**src/rtl/bp_me_stream_arbiter.sv**
```systemverilog
// bp_me_stream_arbiter: round-robin arbiter merging BP stream requesters onto one output,
// holding the grant for the whole of a locked burst.
module bp_me_stream_arbiter #(
  parameter int num_requesters_p = 2,
  parameter int header_width_p   = 64,
  parameter int data_width_p     = 64
) (
  input  logic                                       clk_i,
  input  logic                                       reset_i,
  input  logic [num_requesters_p*header_width_p-1:0] header_i,
  input  logic [num_requesters_p*data_width_p-1:0]   data_i,
  input  logic [num_requesters_p-1:0]                v_i,
  input  logic [num_requesters_p-1:0]                lock_i,
  output logic [num_requesters_p-1:0]                yumi_o,
  output logic [header_width_p-1:0]                  header_o,
  output logic [data_width_p-1:0]                    data_o,
  output logic                                       v_o,
  input  logic                                       yumi_i,
  output logic                                       lock_o,
  output logic [((num_requesters_p > 1) ? $clog2(num_requesters_p) : 1)-1:0] grant_id_o
);
  localparam int id_w_lp = (num_requesters_p > 1) ? $clog2(num_requesters_p) : 1;
  typedef enum logic {e_idle, e_locked} state_e;
  state_e state_r, state_n;
  logic [id_w_lp-1:0] owner_r, owner_n, last_r, last_n, rr_sel, sel, j;
  logic found, locked;
  int idx;
  always_comb begin
    rr_sel = last_r;
    found  = 1'b0;
    idx    = 0;
    j      = '0;
    for (int i = 1; i <= num_requesters_p; i++) begin
      idx = int'(last_r) + i;
      idx = (idx >= num_requesters_p) ? idx - num_requesters_p : idx;
      j   = id_w_lp'(idx);
      if (!found && v_i[j]) begin
        rr_sel = j;
        found  = 1'b1;
      end
    end
  end
  // Reset masks the outputs so nothing is offered while ownership is being torn down.
  always_comb begin
    locked     = (state_r == e_locked);
    sel        = locked ? owner_r : rr_sel;
    v_o        = !reset_i && (locked ? (lock_i[owner_r] && v_i[owner_r]) : found);
    lock_o     = !reset_i && (locked ? lock_i[owner_r] : (lock_i[sel] && v_i[sel]));
    yumi_o     = {{(num_requesters_p-1){1'b0}}, v_o && yumi_i} << sel;
    header_o   = header_i[sel*header_width_p +: header_width_p];
    data_o     = data_i[sel*data_width_p +: data_width_p];
    grant_id_o = sel;
    state_n    = state_r;
    owner_n    = owner_r;
    last_n     = last_r;
    if (locked) begin
      state_n = lock_i[owner_r] ? e_locked : e_idle;
    end else if (v_o && yumi_i) begin
      last_n  = sel;
      owner_n = lock_i[sel] ? sel : owner_r;
      state_n = lock_i[sel] ? e_locked : e_idle;
    end
  end
  always_ff @(posedge clk_i) begin
    if (reset_i) begin
      state_r <= e_idle;
      owner_r <= '0;
      last_r  <= id_w_lp'(num_requesters_p - 1);
    end else begin
      state_r <= state_n;
      owner_r <= owner_n;
      last_r  <= last_n;
    end
  end
endmodule
```
**config.mk**
```make
export PLATFORM = sky130hd
export DESIGN_NAME = bp_me_stream_arbiter
export DESIGN_NICKNAME = d
export VERILOG_FILES = /design/src/rtl/bp_me_stream_arbiter.sv
export SDC_FILE = /design/constraint.sdc
export NUM_CORES = 1
export LEC_CHECK = 0
export BUFFER_PORTS_ARGS = -buffer_cell sky130_fd_sc_hd__buf_2
export CAP_MARGIN = 20
export CORE_AREA = 2 2 154 156
export DETAILED_ROUTE_END_ITERATION = 12
export DIE_AREA = 0 0 156 158
export PLACE_DENSITY = 0.38
export SYNTH_ARGS = -nofsm -noshare
export SYNTH_HDL_FRONTEND = slang
export SYNTH_SLANG_ARGS = --single-unit
```
**constraint.sdc**
```tcl
create_clock -name clk_i -period 1.6 [get_ports clk_i]
set_input_delay 0.08 -clock clk_i [delete_from_list [all_inputs] [get_ports clk_i]]
set_output_delay 0.08 -clock clk_i [all_outputs]
set_load 0.1 [all_outputs]
```
==> flow_metrics.tcl <==
set metrics [dict create \
    clock_skew_ps 0.786 \
    cts_root_buffer "clkbuf_16" \
    antenna_found_initial 1 \
    violations "negative setup slack" \
    fin_nets 1119 \
    worst_skew_pair.late_latency_ps 230 \
    hold_viol 0 \
    port-buffer-count 395 \
    synth_fp_nets 710 \
    die_area_um2 24600 \
    grt_pass1_vias 4243 \
    grt.total_usage_pct 12.1 \
    syn-cell-area_um2 1840 \
    drt_iter0_drc 100 \
    synth_top_area_share_pct 79.1 \
    cts_hold_buf 0 \
    slowest_delay_ps 320 \
    cts_max_level 1 \
    vias 4267 \
    routabilityCongestion 0.760 \
    fillerInstances 2436 \
    fin_crit_sh_pct 115 \
    synth_ff_type "dfxtp_1" \
    worstHoldPathType "input pin to register" \
    place_worst_setup_slack_ps -71.9 \
    die_h_um 158 \
    route.detailed.drc 0 \
    wirelength_mm 16.3 \
    dpl.hpwl_mm 13.7 \
    async_flop_share_pct 0 \
    cts_tree "built" \
    rsz0062_at_grt "true" \
    cp_max_fo 20 \
    crit_chain "nor2b_4, o31ai_4, buf_4, inv_6, bufbuf_16, nand2_1, nand2_4, buf_12" \
    wl_per_cell_um 14.2 \
    synth.avg_cell_area_um2 4.12 \
    clock_path_buffers 2 \
    path_buf_inv 4 \
    route.antenna.remaining_nets 0 \
    cts_buffers 3 \
    grt_max_degree 47 \
    stdcell_count 1145 \
    clk_pin_slew_worst_paths_ps 30 \
    crit_family "buffers and inverters" \
    grt_pass1_wl_mm 23.1 \
    whs_ps 163 \
    end_kind "output port" \
    status "complete, but fails checks" \
    syn_to_final_growth_pct 319 \
    clock.fmax_mhz 543 \
    yosysUniqueCellTypes 24 \
    ys_warn_count 0 \
    die_w_um 156 \
    ios 396 \
    setup_violations 131 \
    core_um2 23100 \
    leakagePower_nw 4.09 \
    grt_overflow_total 0 \
    crit_required_ps 1520 \
    synth_edf_count 0 \
    startpoint_type "register" \
    ys_seq_elements 3 \
    peakVddDrop_mv 0.544 \
    synth_top_area_cell "nand2_1" \
    synth-seq-area-share_pct 3.26 \
    powerDensity_nw_per_um2 1230 \
    start_util_pct 7.99 \
    crit_arrival_ps 1760 \
    netlist_instances 447 \
    slew_viol_final 0 \
    place_inst 1128 \
    tightest_slew_ps 276 \
    cts_sinks 3 \
    worst_slack_ps -241 \
    num_rows 56 \
    dr.pass1.iters 4 \
    synth.area.top_cells "nand2_1 79%, buf_2 6.0%, dfxtp_1 3.3%, clkbuf_1 1.2%, o31ai_4 1.2%" \
    cpMaxStageDelayCell "dfxtp_2" \
    antenna_cells_inserted 0 \
    crit_type "register to output port" \
    drive_gt1_share_pct 68.8 \
    post_drt_via_cell_ratio 3.73 \
    slew_headroom_pct 81.3 \
    finalCriticalPeriod_ps 1840 \
    max_cap_violations 0 \
]
==> registers in the layout, summed over array words and instances (netlist names) <==
register / count
owner_r: 1
locked: 1
last_r: 1
==> power by group <==
part / switching (mW) / total (mW) / internal (mW)
registers: 0.00549 / 0.0883 / 0.0828
clock network: 0.0738 / 0.403 / 0.329
logic: 5.77 / 8.96 / 3.19
total: 5.85 / 9.45 / 3.60
==> final cells by class <==
| class | instances | area, µm² | share of cell area, % |
|---|---|---|---|
| tap | 290 | 363 | 4.71 |
| sequential | 3 | 62.6 | 0.812 |
| timing repair buffer | 432 | 4500 | 58.4 |
| clock buffer | 4 | 78.8 | 1.02 |
| multi-input combinational | 413 | 2680 | 34.8 |
| inverter | 3 | 16.3 | 0.211 |
==> synthesized netlist by cell type, types with 2 or more instances <==
| library cell | instances |
|---|---|
| nand2_1 | 388 |
| buf_2 | 22 |
| clkbuf_1 | 6 |
| dfxtp_1 | 3 |
| nor2_1 | 3 |
| nor2b_1 | 3 |
| o21ai_0 | 3 |
| and3_1 | 2 |
| inv_1 | 2 |
==> tightest hold or removal path, delay by kind of cell <==
family / cells / cell delay [ps]
buffers and inverters: 1 / 110
AO/OA/AOI/OAI: 1 / 100
AND/OR/NAND/NOR: 1 / 50
==> repair_timing <==
action | 4_1_cts | 5_1_grt
setup endpoints to repair | 131 | 131
resized for setup | 25 | 1
buffers inserted | 5 | 1
pin swaps | 3 | 0
gates cloned | 5 | 2
hold endpoints to repair | 0 | 0
==> stage by stage <==
stage	TNS, ps	instance area (µm²)	power (mW)	util (%)
final	-24260	7710	9.45	33.4
after global routing	-36780	7710	9.77	33.4
after CTS	-28300	7660	9.50	33.2
after detailed placement	-4240	7300	8.81	31.7
after global placement	-403	7300	8.81	31.7
after floorplan	-522	2850	5.54	-
==> cells in the final DEF, fill, tap and decap left out, types with 3 or more instances in the layout <==
cell       netlist  layout
nor2_1           3       3
buf_6            0       6
buf_12           0     140
nand2_2          0      10
buf_4            0      18
nand2_1        388     248
buf_2           22     262
clkbuf_16        0       4
bufbuf_16        0       5
nand2_4          0     130
==> final timing paths <==
check / cells past startpoint / slack [ps] / start / endpoint
min: 3 / 160 / lock_i[0] / locked
max: 8 / -240 / last_r / header_o[44]
min reg2reg: 2 / 590 / last_r / last_r
max reg2reg: 5 / 120 / last_r / locked
==> logic make-up after synthesis <==
| kind of cell | count (synthesis) | synth area share (%) |
|---|---|---|
| and+or+nand+nor | 401 | 83.4 |
| buffers and inverters | 31 | 7.81 |
| AOI/OAI and AO/OA | 12 | 5.50 |
| DFF | 3 | 3.26 |
==> layer usage <==
metal  share of wire [%]  vias up  track usage (%)
li1                    -     2156                -
met1                  37     1870             13.2
met2                  53      229             23.7
met3                 9.6       10             3.31
met4                0.76        2             1.57
met5               0.055        -                0
Note: power is estimated with default switching activity, not from simulation.
